`src/rtl/ex_mem_skid_pkg.sv`:
```
// rtl/ex_mem_skid_pkg.sv - shared state encodings and NOP constants for the EX/MEM skid register
package ex_mem_skid_pkg;

  // Occupancy of the two-entry skid register
  typedef enum logic [1:0] {
    ST_EMPTY = 2'd0,
    ST_ONE   = 2'd1,
    ST_FULL  = 2'd2
  } skid_state_t;

  // Destination address presented while no entry is valid
  localparam int unsigned NOP_ADDR = 0;

  // Packed payload: {wd, wdata, wreg, whilo, hi, lo}
  function automatic int unsigned payload_width(input int unsigned addr_w, input int unsigned data_w);
    return addr_w + 3 * data_w + 2;
  endfunction

endpackage

```
`src/rtl/ex_mem_skid_if.sv`:
```
// rtl/ex_mem_skid_if.sv - EX-side and MEM-side handshake bundle for the skid register
interface ex_mem_skid_if #(
  parameter int ADDR_W = 5,
  parameter int DATA_W = 32
);
  import ex_mem_skid_pkg::*;

  logic              flush;

  logic              in_valid;
  logic              in_ready;
  logic [ADDR_W-1:0] in_wd;
  logic [DATA_W-1:0] in_wdata;
  logic              in_wreg;
  logic              in_whilo;
  logic [DATA_W-1:0] in_hi;
  logic [DATA_W-1:0] in_lo;

  logic              out_valid;
  logic              out_ready;
  logic [ADDR_W-1:0] out_wd;
  logic [DATA_W-1:0] out_wdata;
  logic              out_wreg;
  logic              out_whilo;
  logic [DATA_W-1:0] out_hi;
  logic [DATA_W-1:0] out_lo;

  modport slave (
    input  flush,
    input  in_valid, in_wd, in_wdata, in_wreg, in_whilo, in_hi, in_lo,
    output in_ready,
    output out_valid, out_wd, out_wdata, out_wreg, out_whilo, out_hi, out_lo,
    input  out_ready
  );

  modport master (
    output flush,
    output in_valid, in_wd, in_wdata, in_wreg, in_whilo, in_hi, in_lo,
    input  in_ready,
    input  out_valid, out_wd, out_wdata, out_wreg, out_whilo, out_hi, out_lo,
    output out_ready
  );

endinterface

```
`src/rtl/ex_mem_skid.sv`:
```
// rtl/ex_mem_skid.sv - two-entry EX/MEM skid register with registered in_ready
module ex_mem_skid
  import ex_mem_skid_pkg::*;
#(
  parameter int ADDR_W = 5,
  parameter int DATA_W = 32
) (
  input logic          clk,
  input logic          rst,
  ex_mem_skid_if.slave bus
);

  localparam int PW = payload_width(ADDR_W, DATA_W);

  skid_state_t   r_state;
  skid_state_t   w_state_nxt;
  logic [PW-1:0] r_main;
  logic [PW-1:0] r_skid;
  logic          r_in_ready;

  logic          w_push;
  logic          w_pop;
  logic          w_out_valid;
  logic          w_load_main_in;
  logic          w_load_main_skid;
  logic          w_load_skid;
  logic          w_clear;
  logic [PW-1:0] w_in_payload;
  logic [PW-1:0] w_nop_payload;
  logic [PW-1:0] w_out_payload;

  assign w_in_payload  = {bus.in_wd, bus.in_wdata, bus.in_wreg, bus.in_whilo, bus.in_hi, bus.in_lo};
  assign w_nop_payload = {ADDR_W'(NOP_ADDR), {(PW - ADDR_W){1'b0}}};
  assign w_out_valid   = (r_state != ST_EMPTY);
  assign w_push        = bus.in_valid & r_in_ready;
  assign w_pop         = w_out_valid & bus.out_ready;

  // Occupancy state register
  always_ff @(posedge clk or negedge rst) begin
    if (!rst) r_state <= ST_EMPTY;
    else      r_state <= w_state_nxt;
  end

  // Next occupancy and which entry loads what; flush overrides push and pop
  always_comb begin
    w_state_nxt      = r_state;
    w_load_main_in   = 1'b0;
    w_load_main_skid = 1'b0;
    w_load_skid      = 1'b0;
    w_clear          = 1'b0;
    if (bus.flush) begin
      w_state_nxt = ST_EMPTY;
      w_clear     = 1'b1;
    end else begin
      case (r_state)
        ST_EMPTY: begin
          if (w_push) begin
            w_load_main_in = 1'b1;
            w_state_nxt    = ST_ONE;
          end
        end
        ST_ONE: begin
          if (w_push && !w_pop) begin
            w_load_skid = 1'b1;
            w_state_nxt = ST_FULL;
          end else if (w_push && w_pop) begin
            w_load_main_in = 1'b1;
          end else if (w_pop) begin
            w_state_nxt = ST_EMPTY;
          end
        end
        ST_FULL: begin
          if (w_pop) begin
            w_load_main_skid = 1'b1;
            w_state_nxt      = ST_ONE;
          end
        end
        default: w_state_nxt = ST_EMPTY;
      endcase
    end
  end

  // in_ready comes straight from a flop, so out_ready never reaches it combinationally
  always_ff @(posedge clk or negedge rst) begin
    if (!rst) r_in_ready <= 1'b0;
    else      r_in_ready <= (w_state_nxt != ST_FULL);
  end

  // Main and skid entry storage; skid drains into main on a pop from FULL
  always_ff @(posedge clk or negedge rst) begin
    if (!rst) begin
      r_main <= '0;
      r_skid <= '0;
    end else if (w_clear) begin
      r_main <= '0;
      r_skid <= '0;
    end else begin
      if (w_load_main_in)        r_main <= w_in_payload;
      else if (w_load_main_skid) r_main <= r_skid;
      if (w_load_skid)           r_skid <= w_in_payload;
    end
  end

  assign w_out_payload = w_out_valid ? r_main : w_nop_payload;

  assign bus.in_ready  = r_in_ready;
  assign bus.out_valid = w_out_valid;
  assign bus.out_lo    = w_out_payload[DATA_W-1:0];
  assign bus.out_hi    = w_out_payload[2*DATA_W-1:DATA_W];
  assign bus.out_whilo = w_out_payload[2*DATA_W];
  assign bus.out_wreg  = w_out_payload[2*DATA_W+1];
  assign bus.out_wdata = w_out_payload[3*DATA_W+1:2*DATA_W+2];
  assign bus.out_wd    = w_out_payload[PW-1:3*DATA_W+2];

endmodule

```
`src/flat_wrapper.sv`:
```
// flat-port wrapper written by rule: the top's interface ports become plain ports
module ex_mem_skid_flat import ex_mem_skid_pkg::*;
#(
  parameter int ADDR_W = 5,
  parameter int DATA_W = 32
)
  (clk, rst, bus_flush, bus_in_valid, bus_in_wd, bus_in_wdata, bus_in_wreg, bus_in_whilo, bus_in_hi, bus_in_lo, bus_in_ready, bus_out_valid, bus_out_wd, bus_out_wdata, bus_out_wreg, bus_out_whilo, bus_out_hi, bus_out_lo, bus_out_ready);
  ex_mem_skid_if #(.ADDR_W(ADDR_W), .DATA_W(DATA_W)) bus_i ();
  input logic clk;
  input logic rst;
  input wire logic [$bits(bus_i.flush)-1:0] bus_flush;
  input wire logic [$bits(bus_i.in_valid)-1:0] bus_in_valid;
  input wire logic [$bits(bus_i.in_wd)-1:0] bus_in_wd;
  input wire logic [$bits(bus_i.in_wdata)-1:0] bus_in_wdata;
  input wire logic [$bits(bus_i.in_wreg)-1:0] bus_in_wreg;
  input wire logic [$bits(bus_i.in_whilo)-1:0] bus_in_whilo;
  input wire logic [$bits(bus_i.in_hi)-1:0] bus_in_hi;
  input wire logic [$bits(bus_i.in_lo)-1:0] bus_in_lo;
  output wire logic [$bits(bus_i.in_ready)-1:0] bus_in_ready;
  output wire logic [$bits(bus_i.out_valid)-1:0] bus_out_valid;
  output wire logic [$bits(bus_i.out_wd)-1:0] bus_out_wd;
  output wire logic [$bits(bus_i.out_wdata)-1:0] bus_out_wdata;
  output wire logic [$bits(bus_i.out_wreg)-1:0] bus_out_wreg;
  output wire logic [$bits(bus_i.out_whilo)-1:0] bus_out_whilo;
  output wire logic [$bits(bus_i.out_hi)-1:0] bus_out_hi;
  output wire logic [$bits(bus_i.out_lo)-1:0] bus_out_lo;
  input wire logic [$bits(bus_i.out_ready)-1:0] bus_out_ready;
  assign bus_i.flush = bus_flush;
  assign bus_i.in_valid = bus_in_valid;
  assign bus_i.in_wd = bus_in_wd;
  assign bus_i.in_wdata = bus_in_wdata;
  assign bus_i.in_wreg = bus_in_wreg;
  assign bus_i.in_whilo = bus_in_whilo;
  assign bus_i.in_hi = bus_in_hi;
  assign bus_i.in_lo = bus_in_lo;
  assign bus_in_ready = bus_i.in_ready;
  assign bus_out_valid = bus_i.out_valid;
  assign bus_out_wd = bus_i.out_wd;
  assign bus_out_wdata = bus_i.out_wdata;
  assign bus_out_wreg = bus_i.out_wreg;
  assign bus_out_whilo = bus_i.out_whilo;
  assign bus_out_hi = bus_i.out_hi;
  assign bus_out_lo = bus_i.out_lo;
  assign bus_i.out_ready = bus_out_ready;
  ex_mem_skid #(.ADDR_W(ADDR_W), .DATA_W(DATA_W)) u_core (.clk(clk), .rst(rst), .bus(bus_i));
endmodule
```
`config.mk`:
```
export PLATFORM = sky130hd
export DESIGN_NAME = ex_mem_skid_flat
export DESIGN_NICKNAME = d
export VERILOG_FILES = /design/src/rtl/ex_mem_skid_pkg.sv /design/src/rtl/ex_mem_skid_if.sv /design/src/rtl/ex_mem_skid.sv /design/src/flat_wrapper.sv
export SDC_FILE = /design/constraint.sdc
export NUM_CORES = 1
export LEC_CHECK = 0
export CAP_MARGIN = 15
export CORE_UTILIZATION = 54
export DETAILED_ROUTE_END_ITERATION = 7
export PLACE_DENSITY = 0.95
export SYNTH_ARGS = -nofsm -noshare
export SYNTH_HDL_FRONTEND = slang
export SYNTH_SLANG_ARGS = --single-unit
```
`constraint.sdc`:
```
create_clock -name clk -period 4.25 [get_ports clk]
set_clock_uncertainty 0.1 [all_clocks]
set_input_delay 0.425 -clock clk [delete_from_list [all_inputs] [get_ports clk]]
set_output_delay 0.425 -clock clk [all_outputs]
set_load 0.1 [all_outputs]
```
# Word-level counts from Yosys, hierarchy flattened
# Cells that the tools add are included.
[word_totals] regBits=209 output_inout_bits=105 elab_cells=41 inputBits=108
[classes] bitwise_logic=2 n_eq_ne=3 n_mux=25 n_reduce_logical=7
[ops] cell="103-bit 2-to-1 mux" count=6
[ops] cell="2-bit 2-to-1 mux" count=6
[ops] cell="1-bit 2-to-1 mux" count=11
[ops] cell="2-bit case mux with 3 select lines" count=1
[ops] cell="2-bit nonzero test" count=2
[ops] cell="3-bit nonzero test" count=1
[ops] cell="1-bit AND" count=2
[ops] cell="2-bit by 1-bit == test with 1-bit output, second input constant" count=1
[ops] cell="2-bit == test, second input constant" count=1
[ops] cell="1-bit logical AND" count=2
[ops] cell="2-bit logical NOT" count=1
[ops] cell="2-bit inequality test, second input constant" count=1
[ops] cell="1-bit case mux with 2 select lines" count=1
[ops] cell="1-bit logical NOT" count=1

# Logic depth before layout (Yosys ltp)
# Gate-level depths: netlist (run 1).
[depth] ltp_word=9 mapped_depth=7

# Worst setup path before layout (run 1)
# Ideal clock, no wire load.
[synth_path] kind="register to output" startpoint="register u_core.r_state[1]" endpoint="output bus_out_wd[0]" path_stages_with_launch=5 n_path_buf=2 arrival_ns=2.428 slack_ns=1.297 path_cell_list="dfrtp_1 buf_4 or2_2 clkbuf_1 and2_1"
[synth_between] elab_chain_cells=2
[synth_lines] item="from (decl)" line_no="ex_mem_skid.sv:15" source="skid_state_t r_state;"
[synth_lines] item="from (signal assigned)" line_no="ex_mem_skid.sv:41" source="else r_state <= w_state_nxt;"
[synth_lines] item="2-bit nonzero test" line_no="ex_mem_skid.sv:34" source="assign w_out_valid = (r_state != ST_EMPTY);"
[synth_lines] item="net bus_out_valid" line_no="flat_wrapper.sv:20" source="output wire logic [$bits(bus_i.out_valid)-1:0] bus_out_valid;"
[synth_lines] item="103-bit 2-to-1 mux" line_no="ex_mem_skid.sv:104" source="assign w_out_payload = w_out_valid ? r_main : w_nop_payload;"
[synth_lines] item="to (decl)" line_no="flat_wrapper.sv:21" source="output wire logic [$bits(bus_i.out_wd)-1:0] bus_out_wd;"
# The timed path passes the listed nets, and every way through them passes these cells.

# Worst setup path after layout (run 1)
[layout_path] startpoint="register u_core.r_state[1]" endpoint="output bus_out_wdata[17]"
[layout_between] elab_chain_cells=2
[layout_lines] item="2-bit nonzero test" line_no="ex_mem_skid.sv:34"
[layout_lines] item="103-bit 2-to-1 mux" line_no="ex_mem_skid.sv:104"
[layout_lines] item="to (decl)" line_no="flat_wrapper.sv:22" source="output wire logic [$bits(bus_i.out_wdata)-1:0] bus_out_wdata;"
# No other way between the ends.

==> metrics, run 1 <==
status finished with violations; failing checks hold timing; FF/Latch Area 5230 um^2; Most common cell on crit path buf_4; hold_buf cts 0; Pwr Density 404 nW/um^2; sequential power share 0.437; Synth Flop Type dfrtp_1; WL final 23200 um; post-synthesis cell area 9200 um^2; clk slew on worst S/H paths 0.06 ns; Hold Crit Class input port to asynchronous set/reset pin; largest net degree at the start of global routing 128; R2R cell count 6; Pleak 6.07 nW; CP top delay family simple AND/OR/NAND/NOR gates; # Max-Cap Violations 0; Synth top cells by count dfrtp_1 (209), mux2i_1 (104), nand2_1 (104); most common cell in the netlist dfrtp_1; area overhead of the layout relative to synthesis 29.9%; max_slew headroom 0.316; Worst setup SP type flop; TritonRoute pass-1 iters 5; reg2reg end u_core.r_main[60]; NetSw 0.00125 W; 1st-iter DRT viols 435; crit path DAT 2.70 ns; Die W 133 um; Clock Sink Count 209; Synth top area share 0.569; Mean Syn Cell Area 11.3 um^2; Initial Utilization 0.555; worst-path cell chain or2_2, buf_4, and2_1, buf_4; CTS Buffer Depth 3; post-route ant nets 0; WP buf/inv 2; wire per inst 18.9 um; io pins 213; CP max stage cell or2_2; dpl hpwl 14300 um; Tmin final 3.23 ns; P_int 0.00358 W; worst path required time 3.72 ns; post-CTS setup buffers 0; Sw Share 0.259; WHS -0.0628 ns; Die H 133 um; TritonCTS Buffers 23; Final Util 0.721; CP max stage delay 0.72 ns; GR peak layer met2; crit end category output pin; H-tree depth 1; met1 Use GR 0.363; Peak supply drop 323 uV; clock network power share 0.423; DRC errors left 0; Fmax 0.310 GHz; Filler cells 1118; Port Buffer Count 212; #FFs+latches synth 209; final setup TNS 0 ns; post-synth cell types 25; gpl congestion 0.771; worst skew pair latency 0.49 ns; pins over their slew limit 0; layout cell share with drive strength beyond 1 0.158; # resized after CTS 0; M3 GR Usage 0.0567; Reg-to-Reg Start u_core.r_state[0]; Root Buffer clkbuf_16; Syn Inst Count 811; Period Utilization, post-route 0.759; reg2reg setup slack 1.58 ns; die area 17600 um^2; initial antenna violation count 0; ys async rst share 1.00; synth warn 0; RSZ-0062 raised after global routing no; Setup CP Type flop to output pin; Final Hold Viols 25; final setup fails 0; vias in the first global route 7407; Synth Net Count 919; vias per inst 5.78; number of synthesized flops with an enable pin 0; sequential share of the synthesized area 0.569; CP Max Fanout 45; first-pass GRT wire length 38000 um; Overflow after GRT 0; Synth area leaders dfrtp_1 (57%), mux2i_1 (11%), a22o_1 (9.8%); Logic pwr share 0.141; biggest area consumer among synthesized cells dfrtp_1; area of the multi-input gates 3640 um^2; Tightest Pin Transition 1.03 ns; TritonCTS clock tree built; met2 Usage GRT 0.443; row count 47; Core Region 16600 um^2; gr usage total 0.268; antenna cells 0; Nets 1100; via count 7102
==> kinds of logic after synthesis <==
group / share of synthesized area
and+or+nand+nor: 0.121
AOI/OAI and AO/OA: 0.158
DFF: 0.569
muxes: 0.113
buffers and inverters: 0.0392
==> layer usage <==
layer / wire (um) / vias up
met1: 9580 / 3573
li1: - / 3194
met5: 0 / -
met3: 1860 / 36
met2: 11400 / 299
met4: 399 / 0
==> area by class of cell <==
cell class / count / share of cell area
Clock buffer: 34 / 0.0566
Inverter: 2 / 0.000628
Tap cell: 220 / 0.0230
Multi-Input combinational cell: 532 / 0.305
Timing Repair Buffer: 224 / 0.168
Clock inverter: 7 / 0.00921
Sequential cell: 209 / 0.438
==> how the worst max path moves through the flow <==
| stage | start | endpoint | slack, ns | cells past startpoint |
|---|---|---|---|---|
| floorplan | u_core.r_state[1] | bus_out_wd[0] | 1.30 | 4 |
| global placement | bus_out_ready | u_core.r_main[60] | 1.29 | 7 |
| detailed placement | bus_out_ready | u_core.r_main[51] | 1.17 | 7 |
| CTS | u_core.r_state[1] | bus_out_wdata[17] | 1.01 | 4 |
| global route | u_core.r_state[1] | bus_out_wdata[17] | 0.86 | 4 |
| finish | u_core.r_state[1] | bus_out_wdata[17] | 1.02 | 4 |
==> worst register-to-register path, cell delays in order, from the launching register on <==
cell and delay, ns:
dfrtp_1 0.40, nor2b_1 0.44, o311a_4 0.23, buf_4 0.48, buf_4 0.65, nand2_1 0.16, o21ai_1 0.11
==> power groups by stage <==
stage                     Combinational (W)  Sequential (W)  Clock [W]
final                              0.000679         0.00211    0.00204
after global routing               0.000723         0.00212    0.00216
after CTS                          0.000683         0.00211    0.00208
after detailed placement           0.000679         0.00214          0
after global placement             0.000667         0.00214          0
after floorplan                    0.000421         0.00213          0
==> sequential cells by signal, indices dropped and copies added (netlist names) <==
| name | flops |
|---|---|
| u_core.r_state | 2 |
| u_core.r_skid | 103 |
| u_core.bus.in_ready | 1 |
| u_core.r_main | 103 |
==> layout by cell type (no fill, tap or decap), drive strengths merged <==
cell type	synthesis	routed
dfrtp	209	209
buf	36	116
clkdlybuf4s50	0	107
nand2	104	104
mux2i	104	104
and2	103	103
a22o	103	103
o21ai	103	103
clkbuf	32	35
clkinv	0	4
bufinv	0	3
inv	2	2
or2	2	2
a21oi	2	2
nand4b	1	1
nand2b	1	1
a211o	1	1
nor2b	1	1
and3b	1	1
o22a	1	1
nor2	1	1
nor4b	1	1
or4	1	1
nand3b	1	1
o311a	1	1
==> stage by stage <==
| stage | std cells | worst slack [ns] | power [W] | cell area (um^2) |
|---|---|---|---|---|
| floorplan | 811 | 1.30 | 0.00255 | 9200 |
| global placement | 1187 | 1.29 | 0.00281 | 11200 |
| detailed placement | 1187 | 1.17 | 0.00282 | 11200 |
| CTS | 1228 | 1.01 | 0.00487 | 12000 |
| global route | 1228 | 0.858 | 0.00500 | 12000 |
| finish | 1228 | 1.02 | 0.00483 | 12000 |
No activity file was read; power rests on OpenSTA's default activity.
==> run 2, diff against run 1 <==
--- a/config.mk
+++ b/config.mk
@@ -6,9 +6,9 @@
 export NUM_CORES = 1
 export LEC_CHECK = 0
 export CAP_MARGIN = 15
-export CORE_UTILIZATION = 54
+export CORE_UTILIZATION = 50
 export DETAILED_ROUTE_END_ITERATION = 7
-export PLACE_DENSITY = 0.95
+export PLACE_DENSITY = 0.92
 export SYNTH_ARGS = -nofsm -noshare
 export SYNTH_HDL_FRONTEND = slang
 export SYNTH_SLANG_ARGS = --single-unit
==> constraint.sdc (replaced) <==
create_clock -name clk -period 3.2 [get_ports clk]
set_clock_uncertainty 0.1 [all_clocks]
set_input_delay 0.32 -clock clk [delete_from_list [all_inputs] [get_ports clk]]
set_output_delay 0.32 -clock clk [all_outputs]
set_load 0.1 [all_outputs]
==> run 2 against run 1 <==
Critical path depth unchanged. Combinational power increased by 47%. Highest routed layer is now met5. Via count decreased by 0.39%. Hold slack improved by 0.40 ns. The run now ends clean. Largest power group unchanged. Critical path type unchanged. Design area increased by 10%. Non-clock buffer count increased by 1. Power increased by 30%. First-iteration DRC count decreased by 0.23%.
==> metrics, run 2 (same netlist as run 1, synthesis figures left out) <==
Core Region 18000 um^2; Setup CP Type flop to output pin; Filler cells 1149; WP buf/inv 2; TritonRoute pass-1 iters 5; pins over their slew limit 0; reg2reg end u_core.r_main[100]; post-CTS setup buffers 0; post-route ant nets 0; Critical Path Source u_core.r_state[1]; Placed Cells 1196; CTS Buffer Depth 3; worst path required time 2.78 ns; CP top delay family simple AND/OR/NAND/NOR gates; gr usage total 0.258; Final Hold Viols 0; commonest non-fill, non-tap cell in the layout dfrtp_1; Reg-to-Reg Start u_core.r_state[0]; Worst setup SP type flop; R2R cell count 5; wire per inst 19.2 um; Pwr Density 475 nW/um^2; Die H 138 um; layout cell share with drive strength beyond 1 0.155; Period Utilization, post-route 0.821; CP max stage delay 0.50 ns; fin cells 1232; Nets 1099; Power Total 0.00627 W; CP max stage cell dfrtp_1; max_slew headroom 0.346; area of the multi-input gates 3640 um^2; gpl congestion 0.810; CP Depth 4; Final Util 0.732; Peak supply drop 486 uV; 1st-iter DRT viols 434; RSZ-0062 raised after global routing no; hold_buf cts 1; CP Max Fanout 95; Initial Utilization 0.510; Port Buffer Count 212; row count 49; dpl hpwl 14900 um; die area 18900 um^2; TritonCTS Buffers 21; TritonCTS clock tree built; area overhead of the layout relative to synthesis 43.4%; status finished, final reports clean; vias in the first global route 7509; Fmax 0.381 GHz; initial antenna violation count 2; Die W 138 um; DRC errors left 0; biggest registers after layout u_core.r_main: 103 flops, u_core.r_skid: 103 flops, u_core.r_state: 2 flops; Tmin final 2.63 ns; FF/Latch Area 5230 um^2; Finished Cell Area 13200 um^2; worst-path cell chain or2_2, buf_12, and2_1, buf_12; crit end category output pin; clk slew on worst S/H paths 0.06 ns; via count 7074; final setup fails 0; Post-DP Area 12500 um^2; Most common cell on crit path buf_12; reg2reg setup slack 0.70 ns; crit path DAT 2.21 ns; Overflow after GRT 0; Tightest Pin Transition 0.981 ns; Pleak 6.31 nW; Hold Crit Class input port to asynchronous set/reset pin; vias per inst 5.74; largest net degree at the start of global routing 104; worst skew pair latency 0.49 ns; first-pass GRT wire length 38400 um; final setup TNS 0 ns; commonest cells after routing, fill and taps aside dfrtp_1 (209), buf_12 (110), clkdlybuf4s50_1 (106); Clock Sink Count 209; WL final 23700 um; io pins 213; Root Buffer clkbuf_16; Worst Setup EP bus_out_wdata[13]; # Max-Cap Violations 0; # resized after CTS 0; H-tree depth 1
## run 2: worst min-delay path by stage
stage | startpoint | end | slack, ns
after detailed placement | rst | u_core.r_main[67] | 0.32
after global placement | rst | u_core.r_main[65] | 0.33
after global routing | bus_in_wdata[25] | u_core.r_skid[91] | 0.36
final | rst | u_core.r_main[67] | 0.34
after floorplan | rst | u_core.bus.in_ready | -0.08
after CTS | bus_in_lo[18] | u_core.r_skid[18] | 0.35
## run 2: worst reg2reg max path, delay by kind of cell, from the launching register on
kind | cells | cell delay (ns)
AND/OR/NAND/NOR | 2 | 0.66
buffers and inverters | 1 | 0.73
AO/OA/AOI/OAI | 1 | 0.09
multiplexers | 1 | 0.35
flip-flops | 1 | 0.44
## run 2: per-stage QoR
step | setup WS, ns | hold slack (ns)
6_report | 0.572 | 0.340
5_1_grt | 0.492 | 0.357
4_1_cts | 0.597 | 0.349
3_5_place_dp | 0.342 | 0.324
3_3_place_gp | 0.438 | 0.329
2_1_floorplan | 0.352 | -0.0756
## run 2: routing by layer
layer,up-vias,share of wire,track usage
met5,-,0.00072,0
met4,2,0.022,0.0629
met3,44,0.063,0.0497
met2,240,0.51,0.441
met1,3584,0.41,0.338
li1,3204,-,-
## run 2: cell type report
| type | instances | share of cell area |
|---|---|---|
| clock inverters | 8 | 0.00873 |
| multi-input cells | 532 | 0.276 |
| repair buffers | 225 | 0.253 |
| flip-flops and latches | 209 | 0.397 |
| well taps | 229 | 0.0217 |
| diodes | 1 | 0.000190 |
| clock buffers | 26 | 0.0428 |
| inverters | 2 | 0.000569 |
## run 2: power by group
part           switching, W  internal [W]  total [W]
sequential        0.0000544       0.00274    0.00280
combinational      0.000610      0.000390    0.00100
clock              0.000988       0.00148    0.00247
==> run 3, diff against run 2 <==
==> constraint.sdc (replaced) <==
create_clock -name clk -period 2.6 [get_ports clk]
set_clock_uncertainty 0.1 [all_clocks]
set_input_delay 0.26 -clock clk [delete_from_list [all_inputs] [get_ports clk]]
set_output_delay 0.26 -clock clk [all_outputs]
set_load 0.1 [all_outputs]
==> run 3 against run 2 <==
Wire length is 4.0% higher. Design area increased by 1.0%. Flip-flop and latch count is the same. Global-route usage grew 0.72 points. Cell count up 0.97%. Via count grew 1.4%. Power increased by 26%. Hold slack got worse by 0.084 ns. First-iteration DRC count up 7.4%. Worst setup slack got worse by 0.41 ns. Critical path depth did not move. Non-clock buffer count rose by 8. Critical endpoint unchanged. Largest power group unchanged.
==> metrics, run 3 (same netlist as run 1, synthesis figures left out) <==
Tightest Pin Transition 0.682 ns; CP Max Fanout 33; dpl hpwl 15500 um; H-tree depth 1; R2R cell count 5; Worst setup SP type flop; Tmin final 2.44 ns; Fmax 0.410 GHz; Finished Cell Area 13300 um^2; TritonCTS clock tree built; largest net degree at the start of global routing 77; row count 49; Overflow after GRT 0; Initial Utilization 0.510; M3 GR Usage 0.0519; wire per inst 19.8 um; post-CTS setup buffers 0; vias per inst 5.76; crit end category output pin; WL final 24600 um; Die H 138 um; reg2reg end u_core.r_main[39]; Peak supply drop 447 uV; dpl ws 0.180 ns; Power Total 0.00791 W; via count 7171; Root Buffer clkbuf_16; initial antenna violation count 1; vias in the first global route 7605; layout cell share with drive strength beyond 1 0.165; DRC errors left 0; Port Buffer Count 212; Nets 1108; final setup fails 0; io pins 213; # resized after CTS 0; Die W 138 um; gpl congestion 0.771; final setup TNS 0 ns; Final WS setup 0.162 ns; met1 Use GR 0.333; Pleak 6.39 nW; Setup CP Type flop to output pin; post-route ant nets 0; Clock Sink Count 209; die area 18900 um^2; pins over their slew limit 0; hold_buf cts 1; TritonRoute pass-1 iters 4; crit path DAT 2.08 ns; gr usage total 0.265; Hold Crit Class input port to asynchronous set/reset pin; status finished, final reports clean; RSZ-0062 raised after global routing no; met2 Usage GRT 0.460; WHS 0.257 ns; Pwr Density 593 nW/um^2; commonest cells after routing, fill and taps aside dfrtp_1 (209), buf_12 (111), clkdlybuf4s50_1 (106); worst path required time 2.24 ns; CTS Buffer Depth 3; max_slew headroom 0.545; worst skew pair latency 0.49 ns; first-pass GRT wire length 39100 um; Final Hold Viols 0; reg2reg setup slack 0.50 ns; 1st-iter DRT viols 466; antenna cells 0; # Max-Cap Violations 0; Post-DP Area 12600 um^2; commonest non-fill, non-tap cell in the layout dfrtp_1; biggest registers after layout u_core.r_main: 103 flops, u_core.r_skid: 103 flops, u_core.r_state: 2 flops; area overhead of the layout relative to synthesis 44.9%; Period Utilization, post-route 0.938; GR peak layer met2; Core Region 18000 um^2; Reg-to-Reg Start u_core.r_state[0]; TritonCTS Buffers 22; clk slew on worst S/H paths 0.07 ns
## run 3: cell types whose count changed in the layout (fill, tap and decap cells not counted), sizes merged
cell    change
diode       -1
bufinv      -1
clkbuf      +6
buf         +8
## run 3: layout make-up
cell class                      count  area (um^2)
Clock buffer                       32          659
Clock inverter                      7         85.1
Fill cell                        1126         4700
Inverter                            2         7.51
Multi-Input combinational cell    532         3640
Sequential cell                   209         5230
Tap cell                          229          287
Timing Repair Buffer              233         3410
## run 3: stage by stage
step                utilization  std cells
CTS                       0.739       1244
detailed placement        0.697       1204
global placement          0.697       1204
floorplan                     -        811
global route              0.739       1244
finish                    0.739       1244
## run 3: worst max-delay path, cell delays in order (launching register included)
cell and delay (ns):
dfrtp_1 0.51, or2_2 0.39, buf_4 0.25, and2_1 0.25
buf_12 0.18
## run 3: power breakdown
group	internal [W]	switching (W)
sequential	0.00338	0.0000680
clock	0.00195	0.00126
combinational	0.000489	0.000762
## run 3: worst max path at each step
stage	from	endpoint	slack [ns]	cells past startpoint
finish	u_core.r_state[1]	bus_out_wdata[13]	0.16	4
global route	u_core.r_state[1]	bus_out_lo[14]	0.07	4
CTS	u_core.r_state[1]	bus_out_lo[14]	0.14	4
detailed placement	bus_out_ready	u_core.r_main[80]	0.18	6
global placement	bus_out_ready	u_core.r_main[52]	0.32	6
floorplan	u_core.bus.in_ready	u_core.r_main[31]	0.06	7
## run 3: layer usage
layer / wire, um / share of wire
met4: 607 / 0.025
met3: 1610 / 0.065
met2: 12600 / 0.51
met5: 13 / 0.00053
met1: 9810 / 0.40
